--- config.mk ---
export PLATFORM = sky130hd
export DESIGN_NAME = key_debounce
export DESIGN_NICKNAME = d
export VERILOG_FILES = /design/src/rtl/key_debounce.sv
export SDC_FILE = /design/constraint.sdc
export NUM_CORES = 1
export LEC_CHECK = 0
export ABC_AREA = 1
export CAP_MARGIN = 20
export CORE_ASPECT_RATIO = 0.5
export CORE_UTILIZATION = 48
export DETAILED_ROUTE_END_ITERATION = 10
export GPL_ROUTABILITY_DRIVEN = 0
export PLACE_DENSITY_LB_ADDON = 0.12
export SETUP_SLACK_MARGIN = 0.15
export SKIP_CTS_REPAIR_TIMING = 1
export SKIP_LAST_GASP = 1
export SLEW_MARGIN = 20
export SYNTH_ARGS = -nofsm -noshare
export SYNTH_HDL_FRONTEND = slang
export SYNTH_SLANG_ARGS = --single-unit
--- constraint.sdc ---
create_clock -name clk -period 3 [get_ports clk]
set_clock_uncertainty 0.05 [all_clocks]
set_input_delay 0.3 -clock clk [delete_from_list [all_inputs] [get_ports clk]]
set_output_delay 0.3 -clock clk [all_outputs]
set_load 0.05 [all_outputs]
--- src/rtl/key_debounce.sv ---
// -----------------------------------------------------------------------------
// key_debounce
//
// Conditions a raw, bouncing, active-low push-button into clean, clock-
// synchronous level and event signals:
//   - a two-flop synchronizer brings the asynchronous pin into the clk domain,
//   - a four-state FSM with a saturating counter accepts a new level only after
//     it has been held for DEBOUNCE_CYCLES cycles,
//   - registered one-cycle press / release pulses mark each accepted change,
//   - an optional long-press detector fires once a press has been held for
//     LONG_CYCLES cycles.
//
// Configuration macro:
//   KEY_LONG_PRESS_EN  defined     -> hold counter built, long_press active
//                      not defined -> long_press tied to 0, LONG_CYCLES ignored
//
// Parameters:
//   DEBOUNCE_CYCLES  cycles a new synchronized level must hold (>= 2)
//   LONG_CYCLES      cycles of accepted press before long_press fires (>= 2)
//
// Ports:
//   clk          in   system clock, rising edge
//   rst_n        in   asynchronous active-low reset
//   key_n        in   raw button pin, 0 = pressed, asynchronous to clk
//   key_level    out  debounced state, 1 = pressed
//   key_press    out  one-cycle pulse on an accepted press
//   key_release  out  one-cycle pulse on an accepted release
//   long_press   out  one-cycle pulse when a press has been held LONG_CYCLES
// -----------------------------------------------------------------------------
module key_debounce #(
  parameter int DEBOUNCE_CYCLES = 1_000_000,
  parameter int LONG_CYCLES     = 50_000_000
) (
  input  logic clk,
  input  logic rst_n,
  input  logic key_n,
  output logic key_level,
  output logic key_press,
  output logic key_release,
  output logic long_press
);

  typedef enum logic [1:0] {
    IDLE,          // stable released
    PRESS_WAIT,    // candidate press being filtered
    PRESSED,       // stable pressed
    RELEASE_WAIT   // candidate release being filtered
  } state_t;

  localparam int            CW       = $clog2(DEBOUNCE_CYCLES);
  localparam logic [CW-1:0] CNT_LAST = CW'(DEBOUNCE_CYCLES - 1);

  // Illegal parameter values leave an empty, visibly named scope in the
  // elaborated hierarchy; it also keeps LONG_CYCLES referenced when the
  // long-press detector is not compiled in.
  if (DEBOUNCE_CYCLES < 2 || LONG_CYCLES < 2) begin : g_param_out_of_range
  end

  // ---------------------------------------------------------------------------
  // Synchronizer. Both stages reset to 1 so a reset looks like "released".
  // ---------------------------------------------------------------------------
  logic key_meta;
  logic key_s;

  // NOTE: sequential state uses non-blocking assignments so every flop samples
  // the pre-edge value of its source; blocking here would collapse the two
  // synchronizer stages into one.
  always_ff @(posedge clk or negedge rst_n) begin
    if (!rst_n) begin
      key_meta <= 1'b1;
      key_s    <= 1'b1;
    end else begin
      key_meta <= key_n;
      key_s    <= key_meta;
    end
  end

  // ---------------------------------------------------------------------------
  // FSM: state register
  // ---------------------------------------------------------------------------
  state_t        state_q, state_d;
  logic [CW-1:0] cnt_q, cnt_d;

  always_ff @(posedge clk or negedge rst_n) begin
    if (!rst_n) begin
      state_q <= IDLE;
      cnt_q   <= '0;
    end else begin
      state_q <= state_d;
      cnt_q   <= cnt_d;
    end
  end

  // ---------------------------------------------------------------------------
  // FSM: next state and debounce counter.
  // The counter stops at CNT_LAST: acceptance happens on that terminal value,
  // so it never wraps.
  // ---------------------------------------------------------------------------
  // NOTE: every signal driven here gets a default first; a path that leaves one
  // unassigned would infer a latch.
  always_comb begin
    state_d = state_q;
    cnt_d   = cnt_q;
    unique case (state_q)
      IDLE: begin
        cnt_d = '0;
        if (!key_s) state_d = PRESS_WAIT;
      end
      PRESS_WAIT: begin
        if (key_s) begin
          state_d = IDLE;              // bounce rejected
          cnt_d   = '0;
        end else if (cnt_q == CNT_LAST) begin
          state_d = PRESSED;
          cnt_d   = '0;
        end else begin
          cnt_d = cnt_q + 1'b1;
        end
      end
      PRESSED: begin
        cnt_d = '0;
        if (key_s) state_d = RELEASE_WAIT;
      end
      RELEASE_WAIT: begin
        if (!key_s) begin
          state_d = PRESSED;           // bounce rejected
          cnt_d   = '0;
        end else if (cnt_q == CNT_LAST) begin
          state_d = IDLE;
          cnt_d   = '0;
        end else begin
          cnt_d = cnt_q + 1'b1;
        end
      end
      default: begin
        state_d = IDLE;
        cnt_d   = '0;
      end
    endcase
  end

  // ---------------------------------------------------------------------------
  // FSM: output decode. Values are derived from the transition being taken and
  // registered below, so the outputs line up with the state they describe.
  // ---------------------------------------------------------------------------
  logic level_d;
  logic press_d;
  logic release_d;

  always_comb begin
    level_d   = (state_d == PRESSED) || (state_d == RELEASE_WAIT);
    press_d   = (state_q == PRESS_WAIT)   && (state_d == PRESSED);
    release_d = (state_q == RELEASE_WAIT) && (state_d == IDLE);
  end

  always_ff @(posedge clk or negedge rst_n) begin
    if (!rst_n) begin
      key_level   <= 1'b0;
      key_press   <= 1'b0;
      key_release <= 1'b0;
    end else begin
      key_level   <= level_d;
      key_press   <= press_d;
      key_release <= release_d;
    end
  end

  // ---------------------------------------------------------------------------
  // Long-press detector
  // ---------------------------------------------------------------------------
`ifdef KEY_LONG_PRESS_EN
  localparam int            LW        = $clog2(LONG_CYCLES);
  localparam logic [LW-1:0] HOLD_LAST = LW'(LONG_CYCLES - 1);

  logic [LW-1:0] hold_q;
  logic          fired_q;

  // hold_q counts completed cycles in PRESSED; the cycle key_press is high is
  // the first. Once it reaches HOLD_LAST the pulse fires and fired_q freezes
  // the counter until the FSM leaves PRESSED, which also restarts the count.
  always_ff @(posedge clk or negedge rst_n) begin
    if (!rst_n) begin
      hold_q     <= '0;
      fired_q    <= 1'b0;
      long_press <= 1'b0;
    end else begin
      long_press <= 1'b0;
      if (state_q != PRESSED) begin
        hold_q  <= '0;
        fired_q <= 1'b0;
      end else if (!fired_q) begin
        if (hold_q == HOLD_LAST) begin
          fired_q    <= 1'b1;
          long_press <= 1'b1;
        end else begin
          hold_q <= hold_q + 1'b1;
        end
      end
    end
  end
`else
  assign long_press = 1'b0;
`endif

endmodule
Yosys cells after proc, flatten, opt, wreduce, memory -nomap -nowiden
Index checks and enable logic that the tools add are counted.
{ "classes": {"add_sub_neg": 1, "n_eq_ne": 6, "n_mux": 11, "n_reduce_logical": 6} }
{ "ops": {"columns": ["op", "count"], "rows": [
  ["2-to-1 mux 20 bit", 3],
  ["case mux 20 bit (3 select lines)", 1],
  ["adder 20 x 1 -> 20 bit, second input constant", 1],
  ["== test 20 bit, second input constant", 1],
  ["2-to-1 mux 2 bit", 6],
  ["== test 2 bit, second input constant", 4],
  ["case mux 2 bit (4 select lines)", 1],
  ["logical NOT 2 bit", 2],
  ["== test 2 x 1 -> 1 bit, second input constant", 1],
  ["logical AND 1 bit", 2],
  ["OR reduction 2 bit", 1],
  ["logical OR 1 bit", 1]
]} }
{ "word_totals": {"reg_bits": 27, "in_bits": 3, "output_inout_bits": 4, "wordCells": 31} }

Logic depth before layout (Yosys ltp)
{ "logic_depth": {"depth_word": 6, "mapped_depth": 10} }

Worst setup path after synthesis
Ideal clock, no wire load.
{ "synth_path": {"kind": "reg-to-reg", "start": "reg cnt_q[0]", "end": "reg cnt_q[9]", "setup_time_ns": 0.121, "t_arrival_ns": 1.326, "t_required_ns": 2.829, "slack_ns": 1.503, "stages_incl_launch_ff": 10, "path_buffers": 1, "path_cell_list": "dfrtp_1 ha_1 nand3_2 inv_2 nand3_2 nor2_2 nor2_4 inv_4 buf_8 nor2_2"} }
{ "synth_between": {"elab_chain_len": 4, "elab_cells_between_ends": 6, "cone_classes": "add/sub: 1; eq/ne: 1; mux: 4"} }
{ "synth_rtl": {"columns": ["element", "line_no", "rtl"], "rows": [
  ["start, declared", "82", "logic [CW-1:0] cnt_q, cnt_d;"],
  ["start signal, assigned", "90", "cnt_q <= cnt_d;"],
  ["adder 20 x 1 -> 20 bit or == test 20 bit (tied branches)", null, null],
  ["2-to-1 mux 20 bit (*)", "113, 128", null],
  ["2-to-1 mux 20 bit (on tied branches)", "125, 110", null],
  ["case mux 20 bit (3 select lines) (*)", "104", "unique case (state_q)"],
  ["named net cnt_d[9]", "82", null]
]} }
The timed path passes the listed nets; every way through them passes the cells marked *.

Worst setup path in the final report
{ "layout_path": {"start": "reg key_release", "end": "out key_release"} }
{ "layout_lines": {"columns": ["element", "line_no", "rtl"], "rows": [
  ["start, declared", "39", "output logic key_release,"],
  ["start signal, assigned", "164", "key_release <= release_d;"]
]} }
No word-level cell between the ends.

==> impl_metrics.csv <==
group,metric,value,unit
status,outcome,"complete, no violations",
floorplan,die_h,40.9,um
routing,drc_errors,0,
clock_network,clk_path_buf_depth,2,
synthesis,synth_ff_type,"sky130_fd_sc_hd__dfrtp_1",
global_routing,grt_pass1_vias,980,
worst_setup_path,path_max_fanout,1,
sta,min_period,1.76,ns
place,placement.io_buffers,5,
job,drv_cap,0,
worst_setup_path,critical_path.top_delay_family,"buffers and inverters",
sta,fin_crit_sh,58.7,%
routing,antenna_left,0,
floorplan,die_width,79.7,um
synthesis,synthesis.yosys.warnings,0,
synthesis,synth.ff_latch_count,27,
global_routing,maximum_number_of_pins_on_one_net_before_global_route_repair,28,
global_routing,total_gr_overflow,0,
sta,finalSetupTns,0,ns
worst_setup_path,worst_endpoint_required_time,2.65,ns
synthesis,syn-cell-area,0.00145,sq mm
worst_setup_path,slowest_stage,"sky130_fd_sc_hd__clkdlybuf4s50_1",
synthesis,yosys.area.top_type,"sky130_fd_sc_hd__dfrtp_1",
synthesis,synth_edf_count,0,
worst_setup_path,cp-end-kind,"primary output",
floorplan,num_ports,7,
routing,vias,1070,
synthesis,synth-async-reset-ratio,100,%
clock_network,cts-buffers-inserted,3,
clock_network,cts_max_level,1,
worst_setup_path,crit_path_dat,1.41,ns
floorplan,initial_utilization,53.0,%
global_routing,grt_util_all_layers,19.1,%
place,dp.final_hpwl,1.93,mm
clock_network,clk-insertion-delay-late,0.28,ns
finish,final.fill_count,266,
power_and_ir_drop,largest_vdd_supply_drop,0.000233,V
finish,layout.nets,199,
synthesis,yosysUniqueCellTypes,24,
routing,wirelength,2.59,mm
place,dp_worst_setup_slack,1.33,ns
synthesis,yosys.area.top_type_share,43.2,%
floorplan,die_area,0.00326,sq mm
finish,final_cells,231,
worst_setup_path,crit_path_cell_trace,"clkdlybuf4s50_1",
finish,post-route-cell-area,0.00158,sq mm
routing,drt-initial-drc-count,46,
sta,drv_slew,0,
finish,post_route_cells_drive_above_1_share,16.0,%
sta,endpoints_failing_hold,0,
synthesis,postSynthNetCount,190,
clock_network,cts_root_buf,"sky130_fd_sc_hd__clkbuf_8",
routing,route.detailed.wl_per_inst,11.2,um
power_and_ir_drop,power-per-cell-area,392,mW/mm^2
finish,syn_to_final_growth,8.98,%
global_routing,antenna_found_initial,0,
sta,clock.fmax,568,MHz
worst_setup_path,max_stage_delay,0.79,ns
floorplan,std_cell_rows,13,
synthesis,ys_seq_area_share,46.8,%
routing,first_pass_iters,4,
sta,layout_setup_ws,1.24,ns
sta,finalSetupViolCount,0,
worst_setup_path,timing.critical_path.from_type,"flop",
synthesis,count_of_mapped_cells_out_of_synthesis,186,
clock_network,clock_tree_from_tritoncts,"yes",
finish,antenna_cells_inserted,0,
worst_setup_path,path_class,"reg2out",
global_routing,grt_first_pass_wirelength,4.46,mm
power_and_ir_drop,report.power.total,619,uW
sta,rsz0062_at_grt,"no",
place,dpl-instance-area,0.00153,sq mm
synthesis,syn_area_per_cell,7.79,sq um
place,placedCellCount,227,
hold_path,min_path_type,"reg2reg",
power_and_ir_drop,standby_leakage_power,0.660,nW
worst_setup_path,critPathBufInv,1,
synthesis,yosys-top-cells-area,"sky130_fd_sc_hd__dfrtp_1, sky130_fd_sc_hd__nand2_1, sky130_fd_sc_hd__nor2_1",
floorplan,core_region_area,0.00273,sq mm
clock_network,clock_sinks,27,
routing,post_drt_via_cell_ratio,4.63,
clock_network,clock_pin_slew_worst_setup_and_hold_paths,0.10,ns
[flip-flops by register name, summed over array words and instances, names as in the netlist]
register / flops
cnt_q: 20
key_level: 1
key_meta: 1
key_press: 1
key_release: 1
key_s: 1
state_q: 2
[cell type report]
| type | count | area, sq um | share of cell area [%] |
|---|---|---|---|
| Tap cell | 37 | 46.3 | 2.93 |
| Clock buffer | 3 | 41.3 | 2.61 |
| Clock inverter | 1 | 7.51 | 0.475 |
| Sequential cell | 27 | 678 | 42.9 |
| Timing Repair Buffer | 6 | 57.6 | 3.65 |
| Inverter | 22 | 85.1 | 5.39 |
| Multi-Input combinational cell | 135 | 663 | 42.0 |
[kinds of logic after synthesis]
group	synth area share [%]
and+or+nand+nor	37.0
DFF	46.8
buffers and inverters	7.43
xor gates and xnor gates	6.65
AOI/OAI and AO/OA	1.04
adders and majority gates	0.863
other	0.259
[final timing paths]
kind,from,end,slack [ns],cells past startpoint
max reg2reg,cnt_q[0]$_DFF_PN0_,cnt_q[3]$_DFF_PN0_,1.31,8
min,key_meta$_DFF_PN1_,key_s$_DFF_PN1_,0.32,0
max in group asynchronous,rst_n,key_meta$_DFF_PN1_,2.27,2
max,key_release$_DFF_PN0_,key_release,1.24,1
min in group asynchronous,rst_n,key_level$_DFF_PN0_,0.33,2
min reg2reg,key_meta$_DFF_PN1_,key_s$_DFF_PN1_,0.32,0
[cell usage in the layout, fill, tap and decap left out]
cell type	instances
sky130_fd_sc_hd__nand4_1	1
sky130_fd_sc_hd__nor3_1	1
sky130_fd_sc_hd__xnor2_1	3
sky130_fd_sc_hd__nor2_1	41
sky130_fd_sc_hd__dfstp_2	2
sky130_fd_sc_hd__o21ai_0	1
sky130_fd_sc_hd__dfrtp_1	25
sky130_fd_sc_hd__nand3_1	2
sky130_fd_sc_hd__or2_4	1
sky130_fd_sc_hd__a21oi_1	2
sky130_fd_sc_hd__nand2_2	3
sky130_fd_sc_hd__inv_2	1
sky130_fd_sc_hd__nand3_2	3
sky130_fd_sc_hd__clkinvlp_4	1
sky130_fd_sc_hd__xor2_1	8
sky130_fd_sc_hd__nand3b_1	1
sky130_fd_sc_hd__inv_4	1
sky130_fd_sc_hd__inv_1	20
sky130_fd_sc_hd__nand2_1	51
sky130_fd_sc_hd__clkbuf_8	3
sky130_fd_sc_hd__buf_4	1
sky130_fd_sc_hd__conb_1	1
sky130_fd_sc_hd__clkdlybuf4s50_1	5
sky130_fd_sc_hd__nor2_4	2
sky130_fd_sc_hd__nor2_2	13
sky130_fd_sc_hd__ha_1	1
[cell usage after synthesis (3+ instances only)]
| library cell | n |
|---|---|
| sky130_fd_sc_hd__nand2_1 | 51 |
| sky130_fd_sc_hd__dfrtp_1 | 25 |
| sky130_fd_sc_hd__xor2_1 | 8 |
| sky130_fd_sc_hd__nand2_2 | 3 |
| sky130_fd_sc_hd__nor2_2 | 13 |
| sky130_fd_sc_hd__nand3_2 | 3 |
| sky130_fd_sc_hd__inv_1 | 20 |
| sky130_fd_sc_hd__nor2_1 | 41 |
| sky130_fd_sc_hd__xnor2_1 | 3 |
[per-layer routing]
layer / track usage [%] / vias to the layer above / wire length (um)
li1: - / 565 / -
met1: 27.2 / 492 / 1470
met2: 29.9 / 9 / 1040
met3: 4.67 / 4 / 67
met4: 4.09 / 0 / 15
met5: 0 / - / 0
[metrics by stage]
stage | hold slack [ns] | util, %
2_1_floorplan | -0.0456 | -
3_3_place_gp | 0.296 | 56.0
3_5_place_dp | 0.304 | 56.0
4_1_cts | 0.318 | 57.8
5_1_grt | 0.322 | 57.8
6_report | 0.315 | 57.8
[power breakdown]
group	leakage (nW)	internal [mW]	total, mW	switching, mW
Sequential	0.367	0.368	0.371	0.00280
Combinational	0.272	0.00763	0.0276	0.0200
Clock	0.0217	0.0947	0.220	0.126
No activity file was read; power rests on OpenSTA's default activity.
